[config.mk]
export PLATFORM = sky130hd
export DESIGN_NAME = alu_seq
export DESIGN_NICKNAME = d
export VERILOG_FILES = /design/src/rtl/alu_seq_pkg.sv /design/src/rtl/alu_seq_mul.sv /design/src/rtl/alu_seq.sv
export SDC_FILE = /design/constraint.sdc
export NUM_CORES = 1
export LEC_CHECK = 0
export CELL_PAD_IN_SITES_DETAIL_PLACEMENT = 1
export CELL_PAD_IN_SITES_GLOBAL_PLACEMENT = 2
export CORE_MARGIN = 4
export CORE_UTILIZATION = 35
export CTS_CLUSTER_SIZE = 12
export DETAILED_ROUTE_END_ITERATION = 8
export PLACE_DENSITY_LB_ADDON = 0.1
export SYNTH_ARGS = -nofsm -noshare
export SYNTH_HDL_FRONTEND = slang
export SYNTH_SLANG_ARGS = --single-unit
[constraint.sdc]
create_clock -name Clk -period 7.97 [get_ports Clk]
set_input_delay 1.594 -clock Clk [delete_from_list [all_inputs] [get_ports Clk]]
set_output_delay 1.594 -clock Clk [all_outputs]
set_load 0.02 [all_outputs]
[src/rtl/alu_seq_pkg.sv]
`default_nettype none
// ============================================================================
//  Module   : alu_seq_pkg
//  Purpose  : Shared types and helpers for the sequential ALU.
//             - alu_op_t : 3-bit ALUK operation encodings
//             - state_t  : control FSM state encodings
//             - calc_nzp : {N,Z,P} of a result of arbitrary width
//  Revision : 1.0  initial release
// ============================================================================
package alu_seq_pkg;

  typedef enum logic [2:0] {
    OP_ADD  = 3'b000,
    OP_AND  = 3'b001,
    OP_NOT  = 3'b010,
    OP_PASS = 3'b011,
    OP_SUB  = 3'b100,
    OP_SHL  = 3'b101,
    OP_SRA  = 3'b110,
    OP_MUL  = 3'b111
  } alu_op_t;

  typedef enum logic [1:0] {
    IDLE = 2'd0,
    MUL  = 2'd1,
    DONE = 2'd2
  } state_t;

  // Widest result calc_nzp can classify; callers zero-extend into this.
  localparam int c_nzp_max_width = 64;

  // The sign bit is located with a mask rather than a variable index so the
  // helper works for any result width up to c_nzp_max_width. Zero-extension
  // by the caller keeps the zero test exact.
  function automatic logic [2:0] calc_nzp(input logic [c_nzp_max_width-1:0] result,
                                          input int width);
    logic [c_nzp_max_width-1:0] msb_mask;
    logic                       n;
    logic                       z;
    msb_mask = c_nzp_max_width'(1) << (width - 1);
    n        = |(result & msb_mask);
    z        = (result == '0);
    return {n, z, !n && !z};
  endfunction

endpackage
`default_nettype wire

[src/rtl/alu_seq_mul.sv]
`default_nettype none
// ============================================================================
//  Module   : alu_seq_mul
//  Purpose  : Iterative unsigned shift-add multiplier, one partial product per
//             cycle, low WIDTH bits of the product.
//  Ports    : clk       - rising-edge clock
//             rst       - synchronous active-high reset
//             i_start   - capture operands and begin (ignored while busy)
//             i_a, i_b  - multiplicand / multiplier
//             o_busy    - an iteration is in progress
//             o_done    - final iteration this cycle; o_product is the result
//             o_product - running sum including this cycle's partial product
//  Revision : 1.0  initial release
// ============================================================================
module alu_seq_mul #(
  parameter int WIDTH = 16,
  localparam int SHW = $clog2(WIDTH)
) (
  input  logic             clk,
  input  logic             rst,
  input  logic             i_start,
  input  logic [WIDTH-1:0] i_a,
  input  logic [WIDTH-1:0] i_b,
  output logic             o_busy,
  output logic             o_done,
  output logic [WIDTH-1:0] o_product
);

  localparam logic [SHW-1:0] c_last_iter = SHW'(WIDTH - 1);

  logic [WIDTH-1:0] r_mcand;
  logic [WIDTH-1:0] r_mplier;
  logic [WIDTH-1:0] r_acc;
  logic [SHW-1:0]   r_cnt;
  logic             r_busy;
  logic [WIDTH-1:0] w_sum;

  // Multiplier is shifted right so bit 0 always selects the current partial
  // product; the multiplicand shifts left to the matching weight.
  assign w_sum = r_acc + (r_mplier[0] ? r_mcand : '0);

  always_ff @(posedge clk) begin
    if (rst) begin
      r_mcand  <= '0;
      r_mplier <= '0;
      r_acc    <= '0;
      r_cnt    <= '0;
      r_busy   <= 1'b0;
    end else if (i_start && !r_busy) begin
      r_mcand  <= i_a;
      r_mplier <= i_b;
      r_acc    <= '0;
      r_cnt    <= '0;
      r_busy   <= 1'b1;
    end else if (r_busy) begin
      r_acc    <= w_sum;
      r_mcand  <= r_mcand << 1;
      r_mplier <= r_mplier >> 1;
      r_cnt    <= r_cnt + SHW'(1);
      if (r_cnt == c_last_iter) begin
        r_busy <= 1'b0;
      end
    end
  end

  // The last partial product is folded in combinationally so the consumer can
  // register the complete product WIDTH edges after the start edge.
  assign o_busy    = r_busy;
  assign o_done    = r_busy && (r_cnt == c_last_iter);
  assign o_product = w_sum;

endmodule
`default_nettype wire

[src/rtl/alu_seq.sv]
`default_nettype none
// ============================================================================
//  Module   : alu_seq
//  Purpose  : Handshaked ALU with registered result and NZP/carry/overflow
//             flags. Single-cycle ops complete at the accept edge; MUL runs
//             through the iterative multiplier for WIDTH cycles.
//  Ports    : Clk, Reset          - clock, synchronous active-high reset
//             in_valid / in_ready - operation handshake
//             Input_A, Input_B    - operands (B[SHW-1:0] = shift amount)
//             ALUK                - op select (see alu_op_t)
//             out_valid/out_ready - result handshake
//             ALU_out, nzp, carry, ovf - registered result and flags
//  Revision : 1.0  initial release
// ============================================================================
module alu_seq
  import alu_seq_pkg::*;
#(
  parameter int WIDTH = 16,
  localparam int SHW = $clog2(WIDTH)
) (
  input  logic             Clk,
  input  logic             Reset,
  input  logic             in_valid,
  output logic             in_ready,
  input  logic [WIDTH-1:0] Input_A,
  input  logic [WIDTH-1:0] Input_B,
  input  logic [2:0]       ALUK,
  output logic             out_valid,
  input  logic             out_ready,
  output logic [WIDTH-1:0] ALU_out,
  output logic [2:0]       nzp,
  output logic             carry,
  output logic             ovf
);

  localparam logic [1:0] c_st_idle = IDLE;
  localparam logic [1:0] c_st_mul  = MUL;
  localparam logic [1:0] c_st_done = DONE;

  logic [1:0]       r_state;
  logic [WIDTH-1:0] r_alu_out;
  logic [2:0]       r_nzp;
  logic             r_carry;
  logic             r_ovf;

  alu_op_t          w_op;
  logic             w_accept;
  logic             w_is_sub;
  logic [WIDTH-1:0] w_addend;
  logic [WIDTH:0]   w_sum;
  logic             w_add_ovf;
  logic [WIDTH-1:0] w_res;
  logic             w_carry;
  logic             w_ovf;
  logic             w_mul_start;
  logic             w_mul_busy;
  logic             w_mul_done;
  logic [WIDTH-1:0] w_mul_product;

  assign w_op = alu_op_t'(ALUK);

  // Handshake signals decode from the state register; Reset only masks
  // in_ready so nothing is offered during the reset cycle itself.
  assign in_ready  = (r_state == c_st_idle) && !Reset;
  assign out_valid = (r_state == c_st_done);
  assign w_accept  = in_valid && in_ready;

  // SUB shares the adder as A + ~B + 1, so carry-out is the NOT-borrow.
  assign w_is_sub  = (w_op == OP_SUB);
  assign w_addend  = w_is_sub ? ~Input_B : Input_B;
  assign w_sum     = {1'b0, Input_A} + {1'b0, w_addend} + {{WIDTH{1'b0}}, w_is_sub};
  assign w_add_ovf = (Input_A[WIDTH-1] == w_addend[WIDTH-1]) &&
                     (w_sum[WIDTH-1] != Input_A[WIDTH-1]);

  always_comb begin
    w_res   = '0;
    w_carry = 1'b0;
    w_ovf   = 1'b0;
    case (w_op)
      OP_ADD, OP_SUB: begin
        w_res   = w_sum[WIDTH-1:0];
        w_carry = w_sum[WIDTH];
        w_ovf   = w_add_ovf;
      end
      OP_AND:  w_res = Input_A & Input_B;
      OP_NOT:  w_res = ~Input_A;
      OP_PASS: w_res = Input_A;
      OP_SHL:  w_res = Input_A << Input_B[SHW-1:0];
      OP_SRA:  w_res = WIDTH'($signed(Input_A) >>> Input_B[SHW-1:0]);
      default: w_res = '0;
    endcase
  end

  assign w_mul_start = w_accept && (w_op == OP_MUL);

  alu_seq_mul #(
    .WIDTH (WIDTH)
  ) u_mul (
    .clk       (Clk),
    .rst       (Reset),
    .i_start   (w_mul_start),
    .i_a       (Input_A),
    .i_b       (Input_B),
    .o_busy    (w_mul_busy),
    .o_done    (w_mul_done),
    .o_product (w_mul_product)
  );

  always_ff @(posedge Clk) begin
    if (Reset) begin
      r_state   <= c_st_idle;
      r_alu_out <= '0;
      r_nzp     <= 3'b010;
      r_carry   <= 1'b0;
      r_ovf     <= 1'b0;
    end else begin
      case (r_state)
        c_st_idle: begin
          if (w_accept) begin
            if (w_op == OP_MUL) begin
              r_state <= c_st_mul;
            end else begin
              r_state   <= c_st_done;
              r_alu_out <= w_res;
              r_nzp     <= calc_nzp(c_nzp_max_width'(w_res), WIDTH);
              r_carry   <= w_carry;
              r_ovf     <= w_ovf;
            end
          end
        end
        c_st_mul: begin
          if (w_mul_done) begin
            r_state   <= c_st_done;
            r_alu_out <= w_mul_product;
            r_nzp     <= calc_nzp(c_nzp_max_width'(w_mul_product), WIDTH);
            r_carry   <= 1'b0;
            r_ovf     <= 1'b0;
          end else if (!w_mul_busy) begin
            // Multiplier idle while we wait on it: drop the op rather than hang.
            r_state <= c_st_idle;
          end
        end
        c_st_done: begin
          if (out_ready) begin
            r_state <= c_st_idle;
          end
        end
        default: r_state <= c_st_idle;
      endcase
    end
  end

  assign ALU_out = r_alu_out;
  assign nzp     = r_nzp;
  assign carry   = r_carry;
  assign ovf     = r_ovf;

endmodule
`default_nettype wire
==> results.cfg, run 1 <==
[route]
dr.pass1.iters = 7
drt_iter0_markers = 681
totalWireLength_um = 26100
drc = 0
antenna_left = 0
vias = 6945
wl_per_cell_um = 22.6
vias_per_cell = 6.01

[logic_synthesis]
ys_ff_latch = 75
seq_area_frac_synth_pct = 22.1
syn_area_mm2 = 0.00680
synth_cell_type_count = 71
ys.flop_type = dfxtp_1
synth_warnings = 0
synthCells = 867
async_flop_share_pct = 0
avgSynthCellArea_um2 = 7.84
synthTopCellsByArea = dfxtp_1, mux2i_1, nor2_1
synth-edff-count = 0
synth_top_area_cell = dfxtp_1
synth_nets = 944
synth_top_area_share_pct = 22.1

[cts]
cts_buffers = 9
cts.sinks = 75
cts_tree = built
cts_buffer_depth = 2
cts.clk_slew.worst_paths_ps = 60
ctsHtreeMaxLevel = 3
cts_setup_buffers = 0
cts_root_buf = clkbuf_16
cts_hold_buf = 0
ctsResizeCount = 0
worstSkewPairLatency_ps = 350

[worst_setup_path]
worstSetupStartpoint = ALUK[2]
critPathRequiredTime_ps = 8260
r2r_cells = 14
worstReg2RegEnd = nzp[0]
cp-start-kind = input port
crit_fanout = 14
crit-reg2reg-launch = u_mul.r_mplier[0]
crit_end = nzp[1]
regToRegSetupSlack_ps = 3380
critPathCaptureType = flip-flop
critPathKind = input port to flip-flop
cp.arrival_ps = 7110

[place]
port_buffers = 61
hpwl_um = 19300
pre_cts_slack_ps = 868
gp_congestion = 0.948

[die]
num_io_pins = 62
rows = 50
die_h_um = 147
core_mm2 = 0.0189
die_area_mm2 = 0.0217
initial_core_util_pct = 36.0
die_x_um = 147

[pwr]
p_seq_share_pct = 32.5
vdd_drop_max_v = 0.000106
combPwrFrac_pct = 31.0
p_per_area_mw_per_mm2 = 156
p_sw_share_pct = 33.9
p_clk_share_pct = 36.5
total_power_mw = 1.23
power.leakage_nw = 3.22
p_int_uw = 816
netSwitchingPower_uw = 418

[run]
drv_cap = 0

[timing]
setup_tns_ps = 0
skew_ps = 6.90
post-route-min-period_ps = 6820
tightest_slew_ps = 978
setup_ws_ps = 1150
maxSlewViolCount = 0
max_slew_margin_pct = 34.8
rsz0062_at_grt = false
setup_viol = 0
finalHoldViolCount = 0
finalCritPeriodShare_pct = 85.6
fmax_ghz = 0.147

[grt]
grt_pass1_wl_um = 41200
antenna_found_initial = 0
grt_max_degree = 88
use_met1_pct = 33.9
globalRouteMet2Util_pct = 38.5
gr-usage-all-layers_pct = 24.1
grt_use_met3_pct = 3.95
grt_pass1_vias = 7092
grt_busiest_layer = met2
overflow = 0

[final_layout]
nets = 967
n_antenna_cell = 0
finish.utilization_pct = 41.8
synthToLayoutAreaGrowth_pct = 16.2
drive_gt1_share_pct = 7.60
n_fill_cell = 2319

[min_path]
hold_depth = 2
worstHoldPathType = flip-flop to flip-flop

[status]
status = finished clean
==> stage by stage <==
stage	instances	hold slack, ps	instance area, µm²
after floorplan	867	454	6800
after global placement	1139	444	7580
after detailed placement	1139	448	7580
after CTS	1155	461	7900
after global routing	1155	497	7900
final	1155	453	7900
==> power by group through the flow <==
stage / logic, mW / registers, mW / clock network (mW)
final: 0.382 / 0.401 / 0.451
after global routing: 0.414 / 0.402 / 0.483
after CTS: 0.379 / 0.401 / 0.466
after detailed placement: 0.378 / 0.409 / 0
after global placement: 0.371 / 0.409 / 0
after floorplan: 0.228 / 0.416 / 0
==> worst max-delay path, cell delays in order <==
cell	delay [ps]
clkdlybuf4s50_1	730
inv_1	320
nor2_1	630
buf_4	320
xnor2_1	160
ha_1	300
a211oi_1	400
o31ai_1	230
o2111a_1	310
or3_1	310
a311oi_1	380
nand2b_1	100
or4_1	500
or3_1	370
or4_1	410
nand3_1	80
==> worst min path at each step <==
stage / from / endpoint / slack, ps
2_1_floorplan: u_mul.r_mplier[11] / u_mul.r_mplier[10] / 450
3_3_place_gp: ALU_out[14] / ALU_out[14] / 440
5_1_grt: ALU_out[14] / ALU_out[14] / 500
6_report: carry / carry / 450
3_5_place_dp: carry / carry / 450
4_1_cts: carry / carry / 460
==> cells in the final DEF, fill, tap and decap left out, types with 5 or more instances in the layout <==
| cell | count |
|---|---|
| nor2_1 | 140 |
| a211o_1 | 8 |
| a211oi_1 | 9 |
| a222oi_1 | 11 |
| xor2_1 | 21 |
| or3_1 | 9 |
| clkdlybuf4s50_1 | 59 |
| o21ai_0 | 41 |
| buf_4 | 17 |
| xnor2_1 | 18 |
| ha_1 | 36 |
| and3_1 | 5 |
| o211ai_1 | 24 |
| and2_1 | 15 |
| clkbuf_16 | 9 |
| dfxtp_1 | 74 |
| nand3_1 | 16 |
| a21o_1 | 7 |
| nand2_1 | 44 |
| mux2_2 | 11 |
| mux4_2 | 12 |
| o22a_1 | 5 |
| a22oi_1 | 7 |
| inv_1 | 18 |
| o21a_1 | 7 |
| nand2b_1 | 10 |
| a21oi_1 | 83 |
| mux2i_1 | 62 |
| nor3_1 | 22 |
==> layout make-up <==
type | instances | area [µm²] | area share, %
multi-input combinational | 708 | 4960 | 62.8
sequential | 75 | 1500 | 19.0
timing repair buffer | 78 | 728 | 9.22
tap | 260 | 325 | 4.12
clock buffer | 10 | 229 | 2.90
clock inverter | 6 | 88.8 | 1.12
inverter | 18 | 67.6 | 0.855
==> synth_stat cells (9+ instances only) <==
| cell type | count |
|---|---|
| nand2_1 | 44 |
| mux2i_1 | 62 |
| dfxtp_1 | 75 |
| nand3_1 | 17 |
| nor3_1 | 22 |
| clkbuf_1 | 53 |
| o211ai_1 | 24 |
| nor2_1 | 140 |
| inv_1 | 18 |
| nand2b_1 | 10 |
| ha_1 | 36 |
| mux4_2 | 12 |
| a211oi_1 | 9 |
| xor2_1 | 21 |
| xnor2_1 | 18 |
| and2_1 | 15 |
| or3_1 | 9 |
| mux2_2 | 11 |
| a21oi_1 | 83 |
| a222oi_1 | 11 |
| o21ai_0 | 41 |
==> per-layer routing <==
| metal | routed length, µm | vias up |
|---|---|---|
| met5 | 0 | - |
| met4 | 430 | 0 |
| met3 | 1430 | 38 |
| met2 | 12000 | 220 |
| met1 | 12200 | 3446 |
| li1 | - | 3241 |
==> registers in the layout, indices dropped and copies added, names as in the netlist <==
name,cells
ALU_out,16
u_mul.r_acc,16
u_mul.r_mcand,16
u_mul.r_mplier,16
u_mul.r_cnt,4
nzp,2
r_state,2
carry,1
ovf,1
u_mul.o_busy,1
==> kinds of logic after synthesis <==
| group | share of synthesized area, % |
|---|---|
| AOI/OAI and AO/OA | 24.3 |
| xor gates and xnor gates | 5.03 |
| adders and majority gates | 7.22 |
| buffers and inverters | 5.14 |
| DFF | 22.1 |
| muxes | 16.1 |
| and+or+nand+nor | 20.1 |
(Power assumes the default switching activity.)
==> inputs of run 2 (changes only) <==
- CORE_MARGIN: 4 -> 5
- HOLD_SLACK_MARGIN: not set -> 0.08
==> run 2 against run 1 <==
Compared with the run above:
- clock skew is 2.9 ps higher
- maximum frequency up 6.2%
- sequential share of layout area hardly changed
- register-to-register slack improved by 60 ps
- cell count up 0.35%
- non-clock buffer count is 1 lower
- largest power group unchanged
- wire length increased by 1.0%
- clock power decreased by 4%
- combinational power is essentially flat
- highest routed layer unchanged
- power is 1.5% lower
- critical path depth did not move
==> results.cfg, run 2 (same netlist as run 1, synthesis figures left out) <==
[route]
antenna_left = 0
dr.pass1.iters = 8
vias_per_cell = 5.97
totalWireLength_um = 26400
drc = 0
vias = 6922
drt_iter0_markers = 557
wl_per_cell_um = 22.8

[grt]
overflow = 0
antenna_found_initial = 1
grt_pass1_vias = 7067
gr-usage-all-layers_pct = 23.9
grt_pass1_wl_um = 41400
grt_max_degree = 87

[timing]
finalCritPeriodShare_pct = 80.5
rsz0062_at_grt = false
setup_tns_ps = 0
fmax_ghz = 0.156
finalHoldViolCount = 0
max_slew_margin_pct = 23.8
skew_ps = 9.80
maxSlewViolCount = 0
post-route-min-period_ps = 6420
setup_ws_ps = 1550
tightest_slew_ps = 1140
setup_viol = 0

[run]
drv_cap = 0

[final_layout]
multi_input_area_mm2 = 0.00496
n_fill_cell = 2341
regArea_mm2 = 0.00150
finish.utilization_pct = 40.9
drive_gt1_share_pct = 7.49
nets = 966
mostFrequentLayoutCells = nor2_1, a21oi_1, dfxtp_1, mux2i_1, clkdlybuf4s50_1
n_antenna_cell = 0
final_common_cell = nor2_1
synthToLayoutAreaGrowth_pct = 16.0

[worst_setup_path]
regToRegSetupSlack_ps = 3440
critPathCaptureType = flip-flop
critPathKind = input port to flip-flop
cp-start-kind = input port
cp.buffers_inverters = 3
r2r_cells = 14
slowest_delay_ps = 720
worstReg2RegEnd = nzp[0]
critPathRequiredTime_ps = 8260
crit_fanout = 15
cp.arrival_ps = 6710
crit_chain = clkdlybuf4s50_1 -> inv_1 -> nor2_1 -> buf_4 -> xnor2_1 -> fa_1 -> a211oi_1 -> o31ai_1 -> o2111a_1 -> or3_1 -> a311oi_1 -> nand2b_1 -> or4_1 -> or3_1 -> or4_1 -> nand3_1
crit-reg2reg-launch = u_mul.r_mplier[0]
cp_slowest_cell = clkdlybuf4s50_1
cpLargestDelayFamily = simple AND/OR/NAND/NOR gates

[cts]
cts_buffer_depth = 2
cts.clk_slew.worst_paths_ps = 70
worstSkewPairLatency_ps = 350
cts_buffers = 9
cts_root_buf = clkbuf_16
cts_setup_buffers = 0
cts_hold_buf = 0
cts_tree = built
ctsHtreeMaxLevel = 3
ctsResizeCount = 0
cts.sinks = 75

[min_path]
hold_depth = 2
hold_start = carry
min_to = carry
worstHoldPathType = flip-flop to flip-flop

[status]
status = finished clean

[die]
die_area_mm2 = 0.0223
initial_core_util_pct = 35.3
num_io_pins = 62
core_mm2 = 0.0193
rows = 51
die_x_um = 149
die_h_um = 149

[place]
hpwl_um = 19600
pre_cts_slack_ps = 1270
port_buffers = 61
gp_congestion = 0.969

[pwr]
power.leakage_nw = 3.21
p_per_area_mw_per_mm2 = 154
vdd_drop_max_v = 0.000105
run 2: final cells by class:
cell class,instances,share of cell area (%)
clock buffers,10,2.90
well taps,265,4.21
inverters,18,0.857
clock inverters,6,0.921
flip-flops and latches,75,19.1
repair buffers,77,9.14
multi-input cells,708,62.9
run 2: per-stage QoR:
| stage | hold WS (ps) | area [µm²] | power (mW) | cells |
|---|---|---|---|---|
| after floorplan | 454 | 6800 | 0.644 | 867 |
| after global placement | 446 | 7580 | 0.779 | 1143 |
| after detailed placement | 451 | 7580 | 0.787 | 1143 |
| after CTS | 466 | 7880 | 1.23 | 1159 |
| after global routing | 505 | 7880 | 1.27 | 1159 |
| final | 460 | 7880 | 1.22 | 1159 |
run 2: how the worst max path moves through the flow:
stage	start	depth (start not counted)	to
after global routing	ALUK[2]	16	nzp[0]
after detailed placement	ALUK[2]	16	nzp[1]
after CTS	ALUK[2]	16	nzp[1]
final	ALUK[2]	16	nzp[1]
after global placement	ALUK[2]	16	nzp[1]
after floorplan	ALUK[1]	18	nzp[1]
run 2: tightest hold or removal path, delay by kind of cell, from the launching register on:
family	cells	cell delay [ps]
AO/OA/AOI/OAI	1	50
AND/OR/NAND/NOR	1	50
flip-flops	1	310
run 2: where the power goes:
| group | switching, mW | total [mW] | leakage (nW) | internal, mW |
|---|---|---|---|---|
| logic | 0.230 | 0.381 | 2.46 | 0.152 |
| clock network | 0.187 | 0.433 | 0.144 | 0.246 |
| registers | 0.0119 | 0.401 | 0.607 | 0.389 |
run 2: layer usage:
metal | global-route usage (%) | up-vias | part of all wire [%]
met2 | 39.2 | 200 | 47
met3 | 3.95 | 32 | 5.0
met1 | 32.7 | 3446 | 46
li1 | - | 3244 | -
met4 | 5.90 | 0 | 2.0
met5 | 0 | - | 0
==> inputs of run 3 (changes only) <==
- CORE_UTILIZATION: 35 -> 32
- clock period: 7.97 -> 5.8 ns (I/O delays scaled with it)
==> run 3 against run 2 <==
Compared with the run above:
- cell count increased by 2.3%
- worst setup slack worse by 1200 ps
- hold slack lost 0.52 ps
- power up 33%
- flip-flop and latch count stayed put
- wire length up 0.79%
- die area rose by 8.7%
- clock skew hardly changed
- critical path depth down 1
- non-clock buffer count is 18 higher
- critical path type unchanged
- largest power group is now sequential cells
- highest routed layer unchanged
==> results.cfg, run 3 (same netlist as run 1, synthesis figures left out) <==
[status]
status = finished clean

[route]
vias_per_cell = 5.91
drc = 0
wl_per_cell_um = 22.4
drt_iter0_markers = 432
vias = 7012
dr.pass1.iters = 8
antenna_left = 0
totalWireLength_um = 26600

[timing]
skew_ps = 9.82
fmax_ghz = 0.184
setup_viol = 0
hold_slack_ps = 460
finalHoldViolCount = 0
post-route-min-period_ps = 5440
maxSlewViolCount = 0
max_slew_margin_pct = 24.2
setup_tns_ps = 0
rsz0062_at_grt = false
tightest_slew_ps = 1120
finalCritPeriodShare_pct = 93.8

[die]
die_area_mm2 = 0.0243
initial_core_util_pct = 32.4
num_io_pins = 62
rows = 53
die_x_um = 156
die_h_um = 156
core_mm2 = 0.0210

[pwr]
p_per_area_mw_per_mm2 = 202
vdd_drop_max_v = 0.000132
total_power_mw = 1.62
power.leakage_nw = 3.28

[final_layout]
synthToLayoutAreaGrowth_pct = 17.8
mostFrequentLayoutCells = nor2_1, a21oi_1, dfxtp_1, mux2i_1, clkdlybuf4s50_1
final_area_mm2 = 0.00800
final_common_cell = nor2_1
drive_gt1_share_pct = 9.44
n_antenna_cell = 0
nets = 984
n_fill_cell = 2561
final_cells = 1186

[grt]
grt_pass1_wl_um = 41500
grt_max_degree = 88
overflow = 0
grt_pass1_vias = 7078
gr-usage-all-layers_pct = 21.7
antenna_found_initial = 0

[worst_setup_path]
r2r_cells = 14
critPathRequiredTime_ps = 6080
cp-start-kind = input port
crit_fanout = 3
critPathKind = input port to flip-flop
critPathCaptureType = flip-flop
cp.arrival_ps = 5720

[min_path]
worstHoldPathType = flip-flop to flip-flop
hold_depth = 2

[cts]
cts_buffer_depth = 2
cts_setup_buffers = 0
cts_root_buf = clkbuf_16
ctsHtreeMaxLevel = 3
cts_hold_buf = 0
ctsResizeCount = 0
cts.clk_slew.worst_paths_ps = 60
worstSkewPairLatency_ps = 340
cts_tree = built
cts.sinks = 75
cts_buffers = 9

[run]
drv_cap = 0

[place]
hpwl_um = 20100
port_buffers = 61
gp_congestion = 0.884
place_inst = 1171
dpl_cell_area_mm2 = 0.00774
-- run 3: metrics by stage --
stage          utilization [%]  setup slack (ps)
6_report                  38.2               357
5_1_grt                   38.2               158
4_1_cts                   38.2               370
3_5_place_dp              36.9              63.6
3_3_place_gp              36.9               185
2_1_floorplan                -              37.8
-- run 3: layout make-up --
class | instances | area, µm² | share of cell area (%)
sequential | 75 | 1500 | 18.8
multi-input combinational | 708 | 4970 | 62.0
tap | 275 | 344 | 4.30
clock buffer | 9 | 225 | 2.81
inverter | 18 | 67.6 | 0.844
timing repair buffer | 95 | 856 | 10.7
clock inverter | 6 | 42.5 | 0.531
-- run 3: worst max-delay path, stage by stage --
cell and delay (ps):
clkdlybuf4s50_1 430, or2_2 350, nor2_4 150, xnor2_1 130, fa_1 450, a211oi_1 380, o31ai_1 210, o2111a_1 310
or3_1 320, a311oi_1 370, nand2b_1 90, or4_1 500, or3_1 370, or4_1 400, nand3_1 80
-- run 3: path summary, 6_finish.rpt --
check | start | to | slack, ps
setup / recovery | ALUK[0] | nzp[1] | 360
hold / removal | ALU_out[14] | ALU_out[14] | 460
setup reg to reg | u_mul.r_mplier[0] | nzp[0] | 1110
hold reg to reg | ALU_out[14] | ALU_out[14] | 460
-- run 3: power breakdown --
group | total (mW) | internal, mW | switching [mW]
registers | 0.551 | 0.534 | 0.0167
logic | 0.542 | 0.219 | 0.323
clock network | 0.525 | 0.288 | 0.237
-- run 3: metal layers --
metal	up-vias	track usage, %	wire length (µm)
li1	3282	-	-
met1	3486	30.7	12300
met2	201	34.0	12100
met5	-	0	0
met4	0	6.50	620
met3	43	3.50	1510
